===== config.mk =====
export PLATFORM = sky130hd
export DESIGN_NAME = vga_dither_ordered
export DESIGN_NICKNAME = d
export VERILOG_FILES = /design/src/rtl/vga_dither_ordered.sv
export SDC_FILE = /design/constraint.sdc
export NUM_CORES = 1
export LEC_CHECK = 0
export CORE_MARGIN = 4
export CORE_UTILIZATION = 47
export CTS_CLUSTER_SIZE = 30
export DETAILED_ROUTE_END_ITERATION = 8
export PLACE_DENSITY = 0.86
export SETUP_SLACK_MARGIN = 0.05
export SYNTH_ARGS = -nofsm -noshare
export SYNTH_HDL_FRONTEND = slang
export SYNTH_SLANG_ARGS = --single-unit

===== constraint.sdc =====
create_clock -name clk -period 3 [get_ports clk]
set_input_delay 0.3 -clock clk [delete_from_list [all_inputs] [get_ports clk]]
set_output_delay 0.3 -clock clk [all_outputs]
set_load 0.01 [all_outputs]

===== src/rtl/vga_dither_ordered.sv =====
// Ordered 4x4 Bayer dither (optional per-frame temporal offset) reducing 24-bit RGB to R/G/B_BITS.
// Latency: 2 clk, one pixel per clock, de/hs/vs delayed alongside the pixel.
// Backpressure: none; free-running video stream, every input cycle yields an output cycle.
module vga_dither_ordered #(
    parameter int R_BITS   = 5,
    parameter int G_BITS   = 6,
    parameter int B_BITS   = 5,
    parameter bit SYNC_ACT = 1'b1
) (
    input  logic              clk,
    input  logic              rst,
    input  logic [7:0]        r_i,
    input  logic [7:0]        g_i,
    input  logic [7:0]        b_i,
    input  logic              de_i,
    input  logic              hs_i,
    input  logic              vs_i,
    input  logic [1:0]        mode_i,
    output logic [R_BITS-1:0] r_o,
    output logic [G_BITS-1:0] g_o,
    output logic [B_BITS-1:0] b_o,
    output logic              de_o,
    output logic              hs_o,
    output logic              vs_o
);

    localparam int RD = 8 - R_BITS;
    localparam int GD = 8 - G_BITS;
    localparam int BD = 8 - B_BITS;

    localparam logic [3:0] BAYER [16] = '{
        4'd0,  4'd8,  4'd2,  4'd10,
        4'd12, 4'd4,  4'd14, 4'd6,
        4'd3,  4'd11, 4'd1,  4'd9,
        4'd15, 4'd7,  4'd13, 4'd5
    };

    // Scale the 4-bit matrix entry to span one output LSB of the channel.
    function automatic logic [7:0] thresh(input logic [3:0] b, input int d);
        if (d <= 4)
            thresh = 8'(b) >> (4 - d);
        else
            thresh = 8'(b) << (d - 4);
    endfunction

    function automatic logic [7:0] quant(input logic [8:0] s, input int d);
        if (s[8])
            quant = 8'hFF;
        else
            quant = s[7:0] >> d;
    endfunction

    logic [1:0] x_cnt, y_cnt, frame_cnt, mode_q;
    logic       de_prev, vs_prev;
    logic       vs_act, vs_edge, de_fall;

    assign vs_act  = (vs_i == SYNC_ACT);
    assign vs_edge = vs_act && (vs_prev != SYNC_ACT);
    assign de_fall = de_prev && !de_i;

    always_ff @(posedge clk) begin
        if (rst) begin
            x_cnt     <= 2'd0;
            y_cnt     <= 2'd0;
            frame_cnt <= 2'd0;
            mode_q    <= 2'd0;
            de_prev   <= 1'b0;
            vs_prev   <= ~SYNC_ACT;
        end else begin
            x_cnt <= de_i ? x_cnt + 2'd1 : 2'd0;
            // Vsync clear takes priority over the end-of-line increment.
            if (vs_act)
                y_cnt <= 2'd0;
            else if (de_fall)
                y_cnt <= y_cnt + 2'd1;
            if (vs_edge) begin
                frame_cnt <= frame_cnt + 2'd1;
                mode_q    <= mode_i;
            end
            de_prev <= de_i;
            vs_prev <= vs_i;
        end
    end

    logic [1:0] row, col;
    logic       dither_en;
    logic [3:0] bval;
    logic [7:0] t_r, t_g, t_b;

    always_comb begin
        row       = y_cnt;
        col       = x_cnt;
        dither_en = 1'b0;
        case (mode_q)
            2'd1: dither_en = 1'b1;
            2'd2: begin
                row       = y_cnt + frame_cnt;
                col       = x_cnt + frame_cnt;
                dither_en = 1'b1;
            end
            default: dither_en = 1'b0;
        endcase
        bval = BAYER[{row, col}];
        t_r  = dither_en ? thresh(bval, RD) : 8'd0;
        t_g  = dither_en ? thresh(bval, GD) : 8'd0;
        t_b  = dither_en ? thresh(bval, BD) : 8'd0;
    end

    logic [8:0] s_r, s_g, s_b;
    logic       de_1, hs_1, vs_1;

    always_ff @(posedge clk) begin
        if (rst) begin
            s_r  <= 9'd0;
            s_g  <= 9'd0;
            s_b  <= 9'd0;
            de_1 <= 1'b0;
            hs_1 <= ~SYNC_ACT;
            vs_1 <= ~SYNC_ACT;
            r_o  <= '0;
            g_o  <= '0;
            b_o  <= '0;
            de_o <= 1'b0;
            hs_o <= ~SYNC_ACT;
            vs_o <= ~SYNC_ACT;
        end else begin
            s_r  <= {1'b0, r_i} + {1'b0, t_r};
            s_g  <= {1'b0, g_i} + {1'b0, t_g};
            s_b  <= {1'b0, b_i} + {1'b0, t_b};
            de_1 <= de_i;
            hs_1 <= hs_i;
            vs_1 <= vs_i;
            r_o  <= R_BITS'(quant(s_r, RD));
            g_o  <= G_BITS'(quant(s_g, GD));
            b_o  <= B_BITS'(quant(s_b, BD));
            de_o <= de_1;
            hs_o <= hs_1;
            vs_o <= vs_1;
        end
    end

endmodule


* After elaboration in Yosys (flattened, before gate mapping)
Memories as Yosys holds them, arrays and structs flattened.
Index checks and enable logic that the tools add are counted.
** Cells by class
- Multiplexer cells :: 10
- Reductions and logical operators :: 6
- Bitwise operators :: 3
- $add $sub $neg :: 8
- Order comparisons :: 1
- Equality and inequality tests :: 2
** Operators by type and width (number)
- $add A8 B3 Y9 :: 2
- $mux W5 :: 2
- $add A8 B2 Y9 :: 1
- $mux W4 :: 2
- $add A2 B1 Y2 const B :: 3
- $mux W2 :: 3
- $mux W6 :: 1
- $reduce_or A2 Y1 :: 3
- $ge A5 B5 Y1 const B :: 1
- $not A4 Y5 :: 1
- $add A2 B2 Y2 :: 2
- $mux W3 :: 1
- $eq A2 B1 Y1 const B :: 1
- $eq A2 B2 Y1 const B :: 1
- $logic_and A1 B1 Y1 :: 2
- $not A1 Y1 :: 2
- $logic_not A1 Y1 :: 1
- $mux W1 :: 1
** Word-level totals
- Output and inout port bits :: 19
- ROM bits :: 64
- Word-level logic and storage cells :: 47
- Memories kept :: 1
- Input bits :: 31
- Flip-flop bits (word level) :: 57
** Memories
- (no name shown) :: depth 16, bits a word 4, rd ports 1, clocked after memory_dff 0, wr ports 0, line 103 : bval = BAYER[{row, col}];

* Depth between registers and ports, before layout
- Depth in word-level cells :: 8
- Depth in mapped cells :: 10
- Depth with buffers taken out :: 10

* Least setup slack after synthesis
Ideal clock, no wire load.
- Path type :: reg-to-reg
- Start :: register y_cnt[0]
- End :: register s_g[5]
- Setup time :: 0.128 ns
- Required time :: 2.872 ns
- Stages on the path, launching flop included :: 10
- Path buffers :: 0
- Setup slack :: 0.664 ns
- Clock period less this slack :: 2.336 ns
- Data arrival time :: 2.209 ns
- Cells stage by stage :: dfxtp_1 -> ha_1 -> xnor2_1 -> a211oi_1 -> ha_1 -> nand2_1 -> o31ai_1 -> and4_1 -> xnor2_1 -> nor2_1
** Between the ends
- Cells in the longest elaborated chain, start to end :: 8
** Ends and longest elaborated chain
- from (decl) :: line 53 : logic [1:0] x_cnt, y_cnt, frame_cnt, mode_q;
- from (signal assigned) :: line 75 : y_cnt <= y_cnt + 2'd1;
- $add A2 B2 Y2 :: line 97 : row = y_cnt + frame_cnt;
- $mux W2 * :: line 94 : case (mode_q)
- $not A4 Y5 (implied by the code) * :: line 103
- $mem_v2 Z16 W4 *
- $mux W4 (implied by the code) * (2 in a row) :: line 103
- $mux W2 * :: line 105 : t_g = dither_en ? thresh(bval, GD) : 8'd0;
- $add A8 B2 Y9 * :: line 128 : s_g <= {1'b0, g_i} + {1'b0, t_g};
- to (signal assigned) :: line 128
- to (decl) :: line 109 : logic [8:0] s_r, s_g, s_b;
Mark *: on every way between the ends. The rest lies on a longest branch, timed or not. The select of a mux whose other input is x is not followed.
A chain may end at the register's enable or synchronous reset.

* Worst setup path after layout
- Start :: register y_cnt[0]
- End :: register s_r[6]
** Between the ends
- Cells in the longest elaborated chain, start to end :: 8
** Ends and longest elaborated chain
- $add A2 B2 Y2 :: line 97
- $mux W2 * :: line 94
- $not A4 Y5 (implied by the code) * :: line 103
- $mem_v2 Z16 W4 *
- $mux W4 (implied by the code) * (2 in a row) :: line 103
- $mux W3 * :: line 104 : t_r = dither_en ? thresh(bval, RD) : 8'd0;
- $add A8 B3 Y9 * :: line 127 : s_r <= {1'b0, r_i} + {1'b0, t_r};
- to (signal assigned) :: line 127
- to (decl) :: line 109
Marks and branches as above.

==> impl_results.md <==
* Run status: finished, final reports clean
* Clock transition at the registers of the reported paths at 0.09 ns
* Number of input and output port buffers inserted at 49
* Main combinational cell family by area after synthesis: simple AND/OR/NAND/NOR gates
* TritonCTS Buffers at 5
* Vertical die dimension at 71.42 µm
* WHS Path Cells at 2
* Largest stage delay on the critical path at 0.45 ns
* IR Drop Worst-Case VDD at 393.4 µV
* Nets@finish at 296
* Final cell count without fillers at 306
* Synthesized instance count at 205
* Number of cells on the worst reg-to-reg path at 9
* Post-synth EDFFs at 0
* Power after layout at 1.318 mW
* Top-Level Pins at 50
* Dpl ws at 0.4144 ns
* Simple-gate share of the synthesized area at 0.2376
* Critical Path End Type: flip-flop
* Die W at 71.42 µm
* Detailed-routing iteration count for the pre-antenna-repair pass at 4
* GR Overflow Total at 0
* Category of the most critical setup path: reg2reg
* CP Buf/Inv Count at 0
* Compound-gate portion of the synthesized area at 0.07809
* Number of endpoints failing setup at the final stage at 0
* Placed cells at 298
* Number of placement rows at 22
* Family with the most delay on the worst path: compound AO/OA/AOI/OAI gates
* Worst-path cell with the longest stage delay: a211oi_1
* Cell accounting for the most synthesized area: dfxtp_1
* Antenna violations before repair at 0
* Clk root buf: clkbuf_8
* Post-route setup slack at 0.3169 ns
* Post-detail-place hpwl at 2735 µm
* Effective utilization at floorplan at 0.5013
* Tightest slew margin relative to the limit at 0.6458
* Data arrival time at the worst-slack endpoint at 2.88 ns
* Total count of max-transition violations in the final report at 0
* RSZ-0062 raised after global routing: no
* Mux contribution to synthesized area at 0.02846
* Clock tree from TritonCTS: yes
* Slew of the pin with the lowest slew margin at 0.5313 ns
* Post-CTS Resized at 0
* Number of nets in the synthesized netlist at 244
* Final worst path period share at 0.8944
* Sequence of cells on the critical path: ha_1, xnor2_1, a211oi_1, ha_1, a21o_1, nand2_1, o41ai_2, nand3_1, mux2_1
* Avg Vias per Cell at 4.931
* Dominant register cell in the synthesized netlist: dfxtp_1
* Worst min-delay path category: reg2reg
* Area fraction of the dominant cell type after synthesis at 0.5083
* Remaining DRCs at 0
* Xor and xnor fraction of the mapped netlist area at 0.06486
* Number of antenna repair diodes at 0
* First-pass GRT wire length at 6506 µm
* Adder-cell share of the synthesized area at 0.05295
* Number of hold violations in the final report at 0
* Cell area after technology mapping at 1891 µm²
* Overall Global Routing Usage at 0.1613
* Post-detailed-route count of antenna-violating nets at 0
* Max-cap check violation count at 0
* Clock tree skew after final layout at 0.007346 ns
* CP dominant cell by count: ha_1
* CTS Buffer Depth at 2
* Max H-tree Level at 2
* CORE AREA at 3771 µm²
* Number of buffers inserted by post-CTS setup repair at 0
* Depth of the critical timing path with buffers and inverters included at 9
* Number of hold-repair buffers added at the cts stage at 0
* Die ar. at 5101 µm²
* Worst skew pair latency at 0.31 ns
* Distinct cell type count after synthesis at 31
* Average routed wire per standard cell at 12.38 µm
* Setup TNS Final at 0 ns
* Most frequent cell after synthesis: nor2_1
* Hold slack at 0.4391 ns
* Launching element type of the critical path: flip-flop
* Top cells by area, synth: dfxtp_1 (51%), nor2_1 (11%), ha_1 (5.3%)
* Share of post-route cells with drive strength above 1 at 0.05426
* Most frequent cells after synthesis: nor2_1 (54), dfxtp_1 (48), nor2b_1 (10)
* Wire length reported by the detailed router at 3787 µm
* Pin count of the biggest net entering global routing at 49
* Power density over cell area at 518.5 nW/µm²
* Mean instance size in the synthesized netlist at 9.222 µm²
* Final weighted congestion in routability-driven placement at 0.7640
* WP data required at 3.19 ns
* DR vias at 1509
* Share of the yosys chip area belonging to registers at 0.5083
* Top achievable clock speed at 372.7 MHz
* Synth Register Bits at 48
* Crit path time final at 2.683 ns
* DR iter-0 viols at 96
* Count of synthesis-stage warnings from yosys at 0
* Largest fanout on the critical path at 5
* Static leakage at 1.035 nW
* Via count of the first global-routing pass at 1437
* Fraction of synthesis flops using an asynchronous set or reset pin at 0
* Clock sink total at 48
* Area growth syn-to-layout at 34.41%
[stage by stage]
step | area (µm²) | util
finish | 2541 | 0.6739
global route | 2541 | 0.6739
CTS | 2541 | 0.6739
detailed placement | 2426 | 0.6433
global placement | 2426 | 0.6433
floorplan | 1891 | -
[registers in the layout, summed over array words and instances (netlist names), 2 cells and up]
| signal | flops |
|---|---|
| b_o | 5 |
| x_cnt | 2 |
| mode_q | 2 |
| s_r | 6 |
| g_o | 6 |
| r_o | 5 |
| s_g | 7 |
| y_cnt | 2 |
| s_b | 6 |
[final cells by class]
class                      count  area [µm²]
sequential                    48       960.9
tap                           48       60.06
timing repair buffer          51       505.5
clock buffer                   5       68.82
clock inverter                 3       46.29
inverter                       7       26.28
multi-input combinational    144       873.3
fill                         297        1230
[worst reg2reg max path, stage by stage, from the launching register on]
cell and delay (ns):
dfxtp_1 0.44, ha_1 0.30, xnor2_1 0.15, a211oi_1 0.45, ha_1 0.35, a21o_1 0.16
nand2_1 0.11, o41ai_2 0.11, nand3_1 0.16, mux2_1 0.34
[layer usage]
metal,global-route usage,up-vias,part of all wire
met2,0.2694,46,0.49
met1,0.1979,676,0.43
met5,0,-,0
li1,-,780,-
met4,0.04802,0,0.016
met3,0.05189,7,0.058
[power by group]
group / total [mW] / switching (mW) / internal, mW
clock network: 0.474 / 0.223 / 0.251
registers: 0.679 / 0.0112 / 0.667
logic: 0.165 / 0.0733 / 0.0916
[cells by family (layout without fill, tap and decap cells)]
kind of cell / count (synthesis) / in the layout
and+or+nand+nor: 97 / 97
DFF: 48 / 48
AOI/OAI and AO/OA: 20 / 20
xor gates and xnor gates: 14 / 14
buffers and inverters: 13 / 66
adders and majority gates: 8 / 8
muxes: 5 / 5
[cell usage in the layout (no fill, tap or decap), types with 2 or more instances in the layout]
master,count
o21ai_0,3
xnor2_1,7
a211oi_1,3
buf_4,2
dfxtp_1,48
nor2_1,54
clkdlybuf4s50_1,49
o31ai_1,3
ha_1,8
xor2_1,7
mux2i_1,2
o41a_1,2
nand3_1,5
nor2b_1,10
nand2_1,9
or3_1,3
nand3b_1,2
a21o_1,2
inv_1,7
mux2_2,2
and4_1,2
clkbuf_8,5
a21oi_1,5
nor3_1,7
[worst paths after layout]
check,startpoint,to,slack [ns]
setup / recovery,y_cnt[0],s_r[6],0.32
hold / removal,s_r[3],r_o[0],0.44
setup reg to reg,y_cnt[0],s_r[6],0.32
hold reg to reg,s_r[3],r_o[0],0.44
(Power assumes the default switching activity.)
